===== config.mk =====
export PLATFORM = sky130hd
export DESIGN_NAME = wb_skid_stage_flat
export DESIGN_NICKNAME = d
export VERILOG_FILES = /design/src/rtl/wb_skid_stage_if.sv /design/src/rtl/wb_skid_stage.sv /design/src/flat_wrapper.sv
export SDC_FILE = /design/constraint.sdc
export NUM_CORES = 1
export LEC_CHECK = 0
export CAP_MARGIN = 20
export CORE_MARGIN = 4
export CORE_UTILIZATION = 30
export CTS_CLUSTER_DIAMETER = 200
export DETAILED_ROUTE_END_ITERATION = 8
export HOLD_SLACK_MARGIN = 0.08
export PLACE_DENSITY = 0.64
export RECOVER_POWER = 100
export SLEW_MARGIN = 10
export SYNTH_ARGS = -nofsm -noshare
export SYNTH_HDL_FRONTEND = slang
export SYNTH_SLANG_ARGS = --single-unit

===== constraint.sdc =====
create_clock -name clk -period 2.5 [get_ports clk]
set_clock_uncertainty 0.05 [all_clocks]
set_input_delay 0.375 -clock clk [delete_from_list [all_inputs] [get_ports clk]]
set_output_delay 0.375 -clock clk [all_outputs]
set_load 0.03 [all_outputs]

===== src/rtl/wb_skid_stage_if.sv =====
// MEM->WB handshake bundle: writeback/commit payload in both directions plus stage status.
// The stage itself takes the slave modport; the memory/writeback side takes master.
interface wb_skid_stage_if #(
  parameter int DATA_W   = 64,
  parameter int RD_W     = 5,
  parameter int OPINFO_W = 12,
  parameter int INSTR_W  = 32,
  parameter int CNT_W    = 64
);
  logic                flush;
  logic                in_valid;
  logic                in_ready;
  logic [RD_W-1:0]     in_rd;
  logic                in_reg_wen;
  logic [DATA_W-1:0]   in_memdata;
  logic [OPINFO_W-1:0] in_opcode_info;
  logic [DATA_W-1:0]   in_alu_result;
  logic                in_commit;
  logic [DATA_W-1:0]   in_commit_pre_pc;
  logic [INSTR_W-1:0]  in_commit_instr;
  logic [DATA_W-1:0]   in_commit_pc;
  logic                out_valid;
  logic                out_ready;
  logic [RD_W-1:0]     out_rd;
  logic                out_reg_wen;
  logic [DATA_W-1:0]   out_memdata;
  logic [OPINFO_W-1:0] out_opcode_info;
  logic [DATA_W-1:0]   out_alu_result;
  logic                out_commit;
  logic [DATA_W-1:0]   out_commit_pre_pc;
  logic [INSTR_W-1:0]  out_commit_instr;
  logic [DATA_W-1:0]   out_commit_pc;
  logic [1:0]          occupancy;
  logic [CNT_W-1:0]    commit_count;

  modport slave (
    input  flush, in_valid, in_rd, in_reg_wen, in_memdata, in_opcode_info, in_alu_result,
           in_commit, in_commit_pre_pc, in_commit_instr, in_commit_pc, out_ready,
    output in_ready, out_valid, out_rd, out_reg_wen, out_memdata, out_opcode_info,
           out_alu_result, out_commit, out_commit_pre_pc, out_commit_instr, out_commit_pc,
           occupancy, commit_count
  );

  modport master (
    output flush, in_valid, in_rd, in_reg_wen, in_memdata, in_opcode_info, in_alu_result,
           in_commit, in_commit_pre_pc, in_commit_instr, in_commit_pc, out_ready,
    input  in_ready, out_valid, out_rd, out_reg_wen, out_memdata, out_opcode_info,
           out_alu_result, out_commit, out_commit_pre_pc, out_commit_instr, out_commit_pc,
           occupancy, commit_count
  );
endinterface


===== src/rtl/wb_skid_stage.sv =====
// MEM->WB stage with a 2-entry skid buffer: 1-cycle latency, in_ready decoded from state only.
// flush empties the stage next cycle; commit_count tracks retired committing bundles.
module wb_skid_stage #(
  parameter int DATA_W   = 64,
  parameter int RD_W     = 5,
  parameter int OPINFO_W = 12,
  parameter int INSTR_W  = 32,
  parameter int CNT_W    = 64
) (
  input  logic           clk,
  input  logic           rst,
  wb_skid_stage_if.slave bus
);

  typedef struct packed {
    logic [RD_W-1:0]     rd;
    logic                reg_wen;
    logic [DATA_W-1:0]   memdata;
    logic [OPINFO_W-1:0] opcode_info;
    logic [DATA_W-1:0]   alu_result;
    logic                commit;
    logic [DATA_W-1:0]   commit_pre_pc;
    logic [INSTR_W-1:0]  commit_instr;
    logic [DATA_W-1:0]   commit_pc;
  } payload_t;

  typedef enum logic [1:0] {
    EMPTY = 2'd0,
    ONE   = 2'd1,
    FULL  = 2'd2
  } state_t;

  state_t           state_q, state_d;
  payload_t         main_q, main_d;
  payload_t         skid_q, skid_d;
  payload_t         in_pay;
  logic             in_ready, out_valid;
  logic             in_fire, out_fire;
  logic [CNT_W-1:0] count_q;

  assign in_pay = {bus.in_rd, bus.in_reg_wen, bus.in_memdata, bus.in_opcode_info,
                   bus.in_alu_result, bus.in_commit, bus.in_commit_pre_pc,
                   bus.in_commit_instr, bus.in_commit_pc};

  assign in_ready  = (state_q != FULL);
  assign out_valid = (state_q != EMPTY);
  assign in_fire   = bus.in_valid & in_ready;
  assign out_fire  = out_valid & bus.out_ready;

  always_ff @(posedge clk) begin
    if (rst) begin
      state_q <= EMPTY;
      main_q  <= '0;
      skid_q  <= '0;
      count_q <= '0;
    end else begin
      state_q <= state_d;
      main_q  <= main_d;
      skid_q  <= skid_d;
      // A retirement on the flush cycle still counts; flush only drops held entries.
      if (out_fire && main_q.commit) begin
        count_q <= count_q + CNT_W'(1);
      end
    end
  end

  // Entries are zeroed whenever they go invalid, so an empty main drives a clean bubble.
  always_comb begin
    state_d = state_q;
    main_d  = main_q;
    skid_d  = skid_q;
    case (state_q)
      EMPTY: begin
        if (in_fire) begin
          main_d  = in_pay;
          state_d = ONE;
        end
      end
      ONE: begin
        if (in_fire && out_fire) begin
          main_d = in_pay;
        end else if (in_fire) begin
          skid_d  = in_pay;
          state_d = FULL;
        end else if (out_fire) begin
          main_d  = '0;
          state_d = EMPTY;
        end
      end
      FULL: begin
        if (out_fire) begin
          main_d  = skid_q;
          skid_d  = '0;
          state_d = ONE;
        end
      end
      default: begin
        main_d  = '0;
        skid_d  = '0;
        state_d = EMPTY;
      end
    endcase
    if (bus.flush) begin
      main_d  = '0;
      skid_d  = '0;
      state_d = EMPTY;
    end
  end

  assign bus.in_ready          = in_ready;
  assign bus.out_valid         = out_valid;
  assign bus.out_rd            = main_q.rd;
  assign bus.out_reg_wen       = main_q.reg_wen;
  assign bus.out_memdata       = main_q.memdata;
  assign bus.out_opcode_info   = main_q.opcode_info;
  assign bus.out_alu_result    = main_q.alu_result;
  assign bus.out_commit        = main_q.commit;
  assign bus.out_commit_pre_pc = main_q.commit_pre_pc;
  assign bus.out_commit_instr  = main_q.commit_instr;
  assign bus.out_commit_pc     = main_q.commit_pc;
  assign bus.occupancy         = state_q;
  assign bus.commit_count      = count_q;

endmodule


===== src/flat_wrapper.sv =====
// flat-port wrapper written by rule: the top's interface ports become plain ports
module wb_skid_stage_flat 
#(
  parameter int DATA_W   = 64,
  parameter int RD_W     = 5,
  parameter int OPINFO_W = 12,
  parameter int INSTR_W  = 32,
  parameter int CNT_W    = 64
)
  (clk, rst, bus_flush, bus_in_valid, bus_in_rd, bus_in_reg_wen, bus_in_memdata, bus_in_opcode_info, bus_in_alu_result, bus_in_commit, bus_in_commit_pre_pc, bus_in_commit_instr, bus_in_commit_pc, bus_out_ready, bus_in_ready, bus_out_valid, bus_out_rd, bus_out_reg_wen, bus_out_memdata, bus_out_opcode_info, bus_out_alu_result, bus_out_commit, bus_out_commit_pre_pc, bus_out_commit_instr, bus_out_commit_pc, bus_occupancy, bus_commit_count);
  wb_skid_stage_if #(.DATA_W(DATA_W), .RD_W(RD_W), .OPINFO_W(OPINFO_W), .INSTR_W(INSTR_W), .CNT_W(CNT_W)) bus_i ();
  input  logic clk;
  input  logic rst;
  input wire logic [$bits(bus_i.flush)-1:0] bus_flush;
  input wire logic [$bits(bus_i.in_valid)-1:0] bus_in_valid;
  input wire logic [$bits(bus_i.in_rd)-1:0] bus_in_rd;
  input wire logic [$bits(bus_i.in_reg_wen)-1:0] bus_in_reg_wen;
  input wire logic [$bits(bus_i.in_memdata)-1:0] bus_in_memdata;
  input wire logic [$bits(bus_i.in_opcode_info)-1:0] bus_in_opcode_info;
  input wire logic [$bits(bus_i.in_alu_result)-1:0] bus_in_alu_result;
  input wire logic [$bits(bus_i.in_commit)-1:0] bus_in_commit;
  input wire logic [$bits(bus_i.in_commit_pre_pc)-1:0] bus_in_commit_pre_pc;
  input wire logic [$bits(bus_i.in_commit_instr)-1:0] bus_in_commit_instr;
  input wire logic [$bits(bus_i.in_commit_pc)-1:0] bus_in_commit_pc;
  input wire logic [$bits(bus_i.out_ready)-1:0] bus_out_ready;
  output wire logic [$bits(bus_i.in_ready)-1:0] bus_in_ready;
  output wire logic [$bits(bus_i.out_valid)-1:0] bus_out_valid;
  output wire logic [$bits(bus_i.out_rd)-1:0] bus_out_rd;
  output wire logic [$bits(bus_i.out_reg_wen)-1:0] bus_out_reg_wen;
  output wire logic [$bits(bus_i.out_memdata)-1:0] bus_out_memdata;
  output wire logic [$bits(bus_i.out_opcode_info)-1:0] bus_out_opcode_info;
  output wire logic [$bits(bus_i.out_alu_result)-1:0] bus_out_alu_result;
  output wire logic [$bits(bus_i.out_commit)-1:0] bus_out_commit;
  output wire logic [$bits(bus_i.out_commit_pre_pc)-1:0] bus_out_commit_pre_pc;
  output wire logic [$bits(bus_i.out_commit_instr)-1:0] bus_out_commit_instr;
  output wire logic [$bits(bus_i.out_commit_pc)-1:0] bus_out_commit_pc;
  output wire logic [$bits(bus_i.occupancy)-1:0] bus_occupancy;
  output wire logic [$bits(bus_i.commit_count)-1:0] bus_commit_count;
  assign bus_i.flush = bus_flush;
  assign bus_i.in_valid = bus_in_valid;
  assign bus_i.in_rd = bus_in_rd;
  assign bus_i.in_reg_wen = bus_in_reg_wen;
  assign bus_i.in_memdata = bus_in_memdata;
  assign bus_i.in_opcode_info = bus_in_opcode_info;
  assign bus_i.in_alu_result = bus_in_alu_result;
  assign bus_i.in_commit = bus_in_commit;
  assign bus_i.in_commit_pre_pc = bus_in_commit_pre_pc;
  assign bus_i.in_commit_instr = bus_in_commit_instr;
  assign bus_i.in_commit_pc = bus_in_commit_pc;
  assign bus_i.out_ready = bus_out_ready;
  assign bus_in_ready = bus_i.in_ready;
  assign bus_out_valid = bus_i.out_valid;
  assign bus_out_rd = bus_i.out_rd;
  assign bus_out_reg_wen = bus_i.out_reg_wen;
  assign bus_out_memdata = bus_i.out_memdata;
  assign bus_out_opcode_info = bus_i.out_opcode_info;
  assign bus_out_alu_result = bus_i.out_alu_result;
  assign bus_out_commit = bus_i.out_commit;
  assign bus_out_commit_pre_pc = bus_i.out_commit_pre_pc;
  assign bus_out_commit_instr = bus_i.out_commit_instr;
  assign bus_out_commit_pc = bus_i.out_commit_pc;
  assign bus_occupancy = bus_i.occupancy;
  assign bus_commit_count = bus_i.commit_count;
  wb_skid_stage #(.DATA_W(DATA_W), .RD_W(RD_W), .OPINFO_W(OPINFO_W), .INSTR_W(INSTR_W), .CNT_W(CNT_W)) u_core (.clk(clk), .rst(rst), .bus(bus_i));
endmodule

==> out/metrics.cfg <==
[critical_path]
crit_fanout = 16
cp_top_family = buffers and inverters
cp_slowest_cell = dlygate4sd3_1
required_ns = 2.99
path_class = primary input to register
cp_cell_sequence = dlygate4sd3_1 -> buf_4 -> nand2_1 -> a21oi_1 -> buf_12 -> clkbuf_2 -> a22o_1 -> a22oi_1 -> nor2_1
start_kind = primary input
critPathArrivalTime_ns = 2.88
max_stage_delay_ns = 0.60
worst-path-buf-inv = 4
end_kind = register

[logic_synthesis]
synthCells = 3023
yosysWarnings = 0
synth-seq-cells = 680
syn_nets = 3336
syn-cell-area_sq_um = 26230
synth_edf_count = 0
ys.flop_type = dfxtp_1
avgSynthCellArea_sq_um = 8.675
ys_async_sr_fraction_pct = 0
ys_types = 45
seq_area_frac_synth_pct = 51.91

[floorplanning]
start_util_pct = 30.23
placementRows = 108
io_pins = 687
floorplan.die_area_sq_um = 92210
core_sq_um = 86750
fp.dieW_microns = 303.7
die_h_microns = 303.7

[cts]
clock_latency_ns = 0.61
clock_sinks = 680
cts.reportedPaths.clkPinSlew_ns = 0.06
post_cts_buffers = 0
cts-root-buf = clkbuf_16
htreeDepth = 3
postCtsHoldBufs = 0
cts_buffers = 77
cts_tree = built
cts_buffer_depth = 3

[layout]
final_util_pct = 43.27
nets = 3948
syn2layout_area_growth_pct = 43.14
n_fill_cell = 8508
final_layout_size_suffix_gt1_share_pct = 7.300
stdcell_area_sq_um = 37540
stdcell_count = 4851

[power]
power_mw = 25.27
p_leak_nw = 14.14
ir_drop_v = 0.0004683
p_per_area_nw_per_um2 = 673.1

[job]
drv_cap = 0

[global_route]
antenna_found_initial = 15
overflow = 0
grt_pass1_wl_mm = 149.3
grt_usage_pct = 20.06
grt_pass1_vias = 24260
grt_max_degree = 103

[status]
run_status = finished, final reports clean

[drt]
avgRoutedWirePerCell_microns = 20.38
wirelength_mm = 98.85
drc_errors = 0
vias = 26060
ant_nets = 0
dr.pass1.iters = 9
drtIter0Drc = 2757
avgViaCountPerCell = 5.373

[timing]
maxSlewViolCount = 0
finalCritPeriodShare_pct = 95.47
worstMarginPinSlew_ns = 1.155
relSlewSlack_pct = 23.00
fin_crit_ns = 2.387
final-hold-violation-count = 0
fmax_ghz = 0.4190
setup_viol = 0
rsz0062_at_grt = no
setup_slack_ns = 0.1133

[placement]
dp_cells = 4711
pre_cts_ws_ns = -0.1101
portBuffers = 686
dpl.hpwl_mm = 66.51
routabilityCongestion = 0.8375
place_area_sq_um = 35360

[worst_hold_path]
hp-class = primary input to register

[power breakdown]
group          switching, mW  leakage [nW]  internal, mW
clock                   4.68          1.20          6.38
sequential             0.118          5.50          11.0
combinational           1.76          7.43          1.31
total                   6.56          14.1          18.7
[cells by family (layout without fill, tap and decap cells)]
| group | after synthesis | count (layout) | synth area share (%) |
|---|---|---|---|
| AO/OA/AOI/OAI | 868 | 868 | 23.48 |
| XOR/XNOR | 32 | 32 | 1.069 |
| adder cells (fa/ha/maj) | 1 | 1 | 0.04770 |
| buffers and inverters | 317 | 979 | 4.604 |
| flip-flops | 680 | 680 | 51.91 |
| multiplexers | 1 | 1 | 0.03817 |
| other | 0 | 11 | 0 |
| AND/OR/NAND/NOR | 1124 | 1124 | 18.85 |
[worst reg2reg max path: cells and delay by family (launching register included)]
family,cells,cell delay (ns)
AND/OR/NAND/NOR,2,0.40
AO/OA/AOI/OAI,1,0.17
flip-flops,1,0.45
buffers and inverters,3,1.17
[area by class of cell]
type                            instances  area [sq um]  share of cell area [%]
Tap cell                             1155          1445                   3.850
Inverter                               11         41.29                  0.1100
Clock inverter                         24         245.2                  0.6533
Timing Repair Buffer                  839          8501                   22.64
Multi-Input combinational cell       2026         11470                   30.56
Antenna cell                           11         27.53                 0.07333
Clock buffer                          105          2193                   5.843
Sequential cell                       680         13610                   36.27
[registers in the layout (all words and copies together) (netlist names), 12 cells and up]
name,flops
u_core.skid_q,307
u_core.bus.commit_count,64
u_core.bus.out_alu_result,64
u_core.bus.out_commit_pc,64
u_core.bus.out_commit_pre_pc,64
u_core.bus.out_memdata,64
u_core.bus.out_commit_instr,32
u_core.bus.out_opcode_info,12
[per-stage QoR]
stage / hold WS [ns] / setup TNS, ns
after floorplan: 0.3813 / 0
after global placement: 0.3856 / -0.3173
after detailed placement: 0.3926 / -0.8924
after CTS: 0.2412 / 0
after global routing: 0.2704 / 0
final: 0.2979 / 0
[per-layer routing]
layer  track usage (%)  vias up  share of wire, %
met4             6.174        2               2.6
met3             4.632      145               7.9
li1                  -    12230                 -
met5                 0        -             0.013
met1             25.43    12620                41
met2             33.92     1064                49
[layout by cell type, fill, tap and decap left out, types with 7 or more instances in the layout]
cell	instances
inv_1	11
buf_12	48
clkinv_2	12
nand4_1	21
nor3_1	10
diode_2	11
or4_1	10
buf_4	65
xor2_1	20
or3_1	17
a222oi_1	128
nor2_1	351
and3_1	7
clkbuf_16	78
clkbuf_8	14
a22oi_1	179
clkdlybuf4s50_1	310
dfxtp_1	679
a22o_1	179
clkbuf_2	14
clkbuf_1	34
o31ai_1	10
nand2_1	334
o21ai_0	20
xnor2_1	12
a21oi_1	342
dlygate4sd3_1	373
nand3_1	340
[cell usage after synthesis (12+ instances only)]
| library cell | n | area (sq um) |
|---|---|---|
| dfxtp_1 | 680 | 13610 |
| nor2_1 | 352 | 1321 |
| a21oi_1 | 342 | 1712 |
| nand3_1 | 341 | 1707 |
| nand2_1 | 334 | 1254 |
| clkbuf_1 | 277 | 1040 |
| a22o_1 | 179 | 1568 |
| a22oi_1 | 179 | 1344 |
| a222oi_1 | 128 | 1281 |
| nand4_1 | 21 | 131.4 |
| o21ai_0 | 20 | 100.1 |
| xor2_1 | 20 | 175.2 |
| or3_1 | 17 | 106.4 |
| buf_1 | 15 | 56.30 |
| buf_2 | 14 | 70.07 |
| xnor2_1 | 12 | 105.1 |
[final timing paths]
check / cells past startpoint / start / slack [ns] / endpoint
setup / recovery: 9 / bus_out_ready / 0.11 / u_core.bus.out_alu_result[4]$_SDFFE_PP0P_
hold / removal: 3 / bus_in_alu_result[27] / 0.30 / u_core.skid_q[188]$_SDFFE_PP0P_
setup reg to reg: 6 / u_core.bus.occupancy[0]$_SDFFE_PP0P_ / 0.20 / u_core.skid_q[145]$_SDFFE_PP0P_
hold reg to reg: 2 / u_core.skid_q[179]$_SDFFE_PP0P_ / 0.40 / u_core.skid_q[179]$_SDFFE_PP0P_
[timing repair]
item,CTS,global route
gates cloned,0,0
gates resized for setup,4,2
setup endpoints to repair,2,2
pin swaps,0,0
No activity file was read; power rests on OpenSTA's default activity.
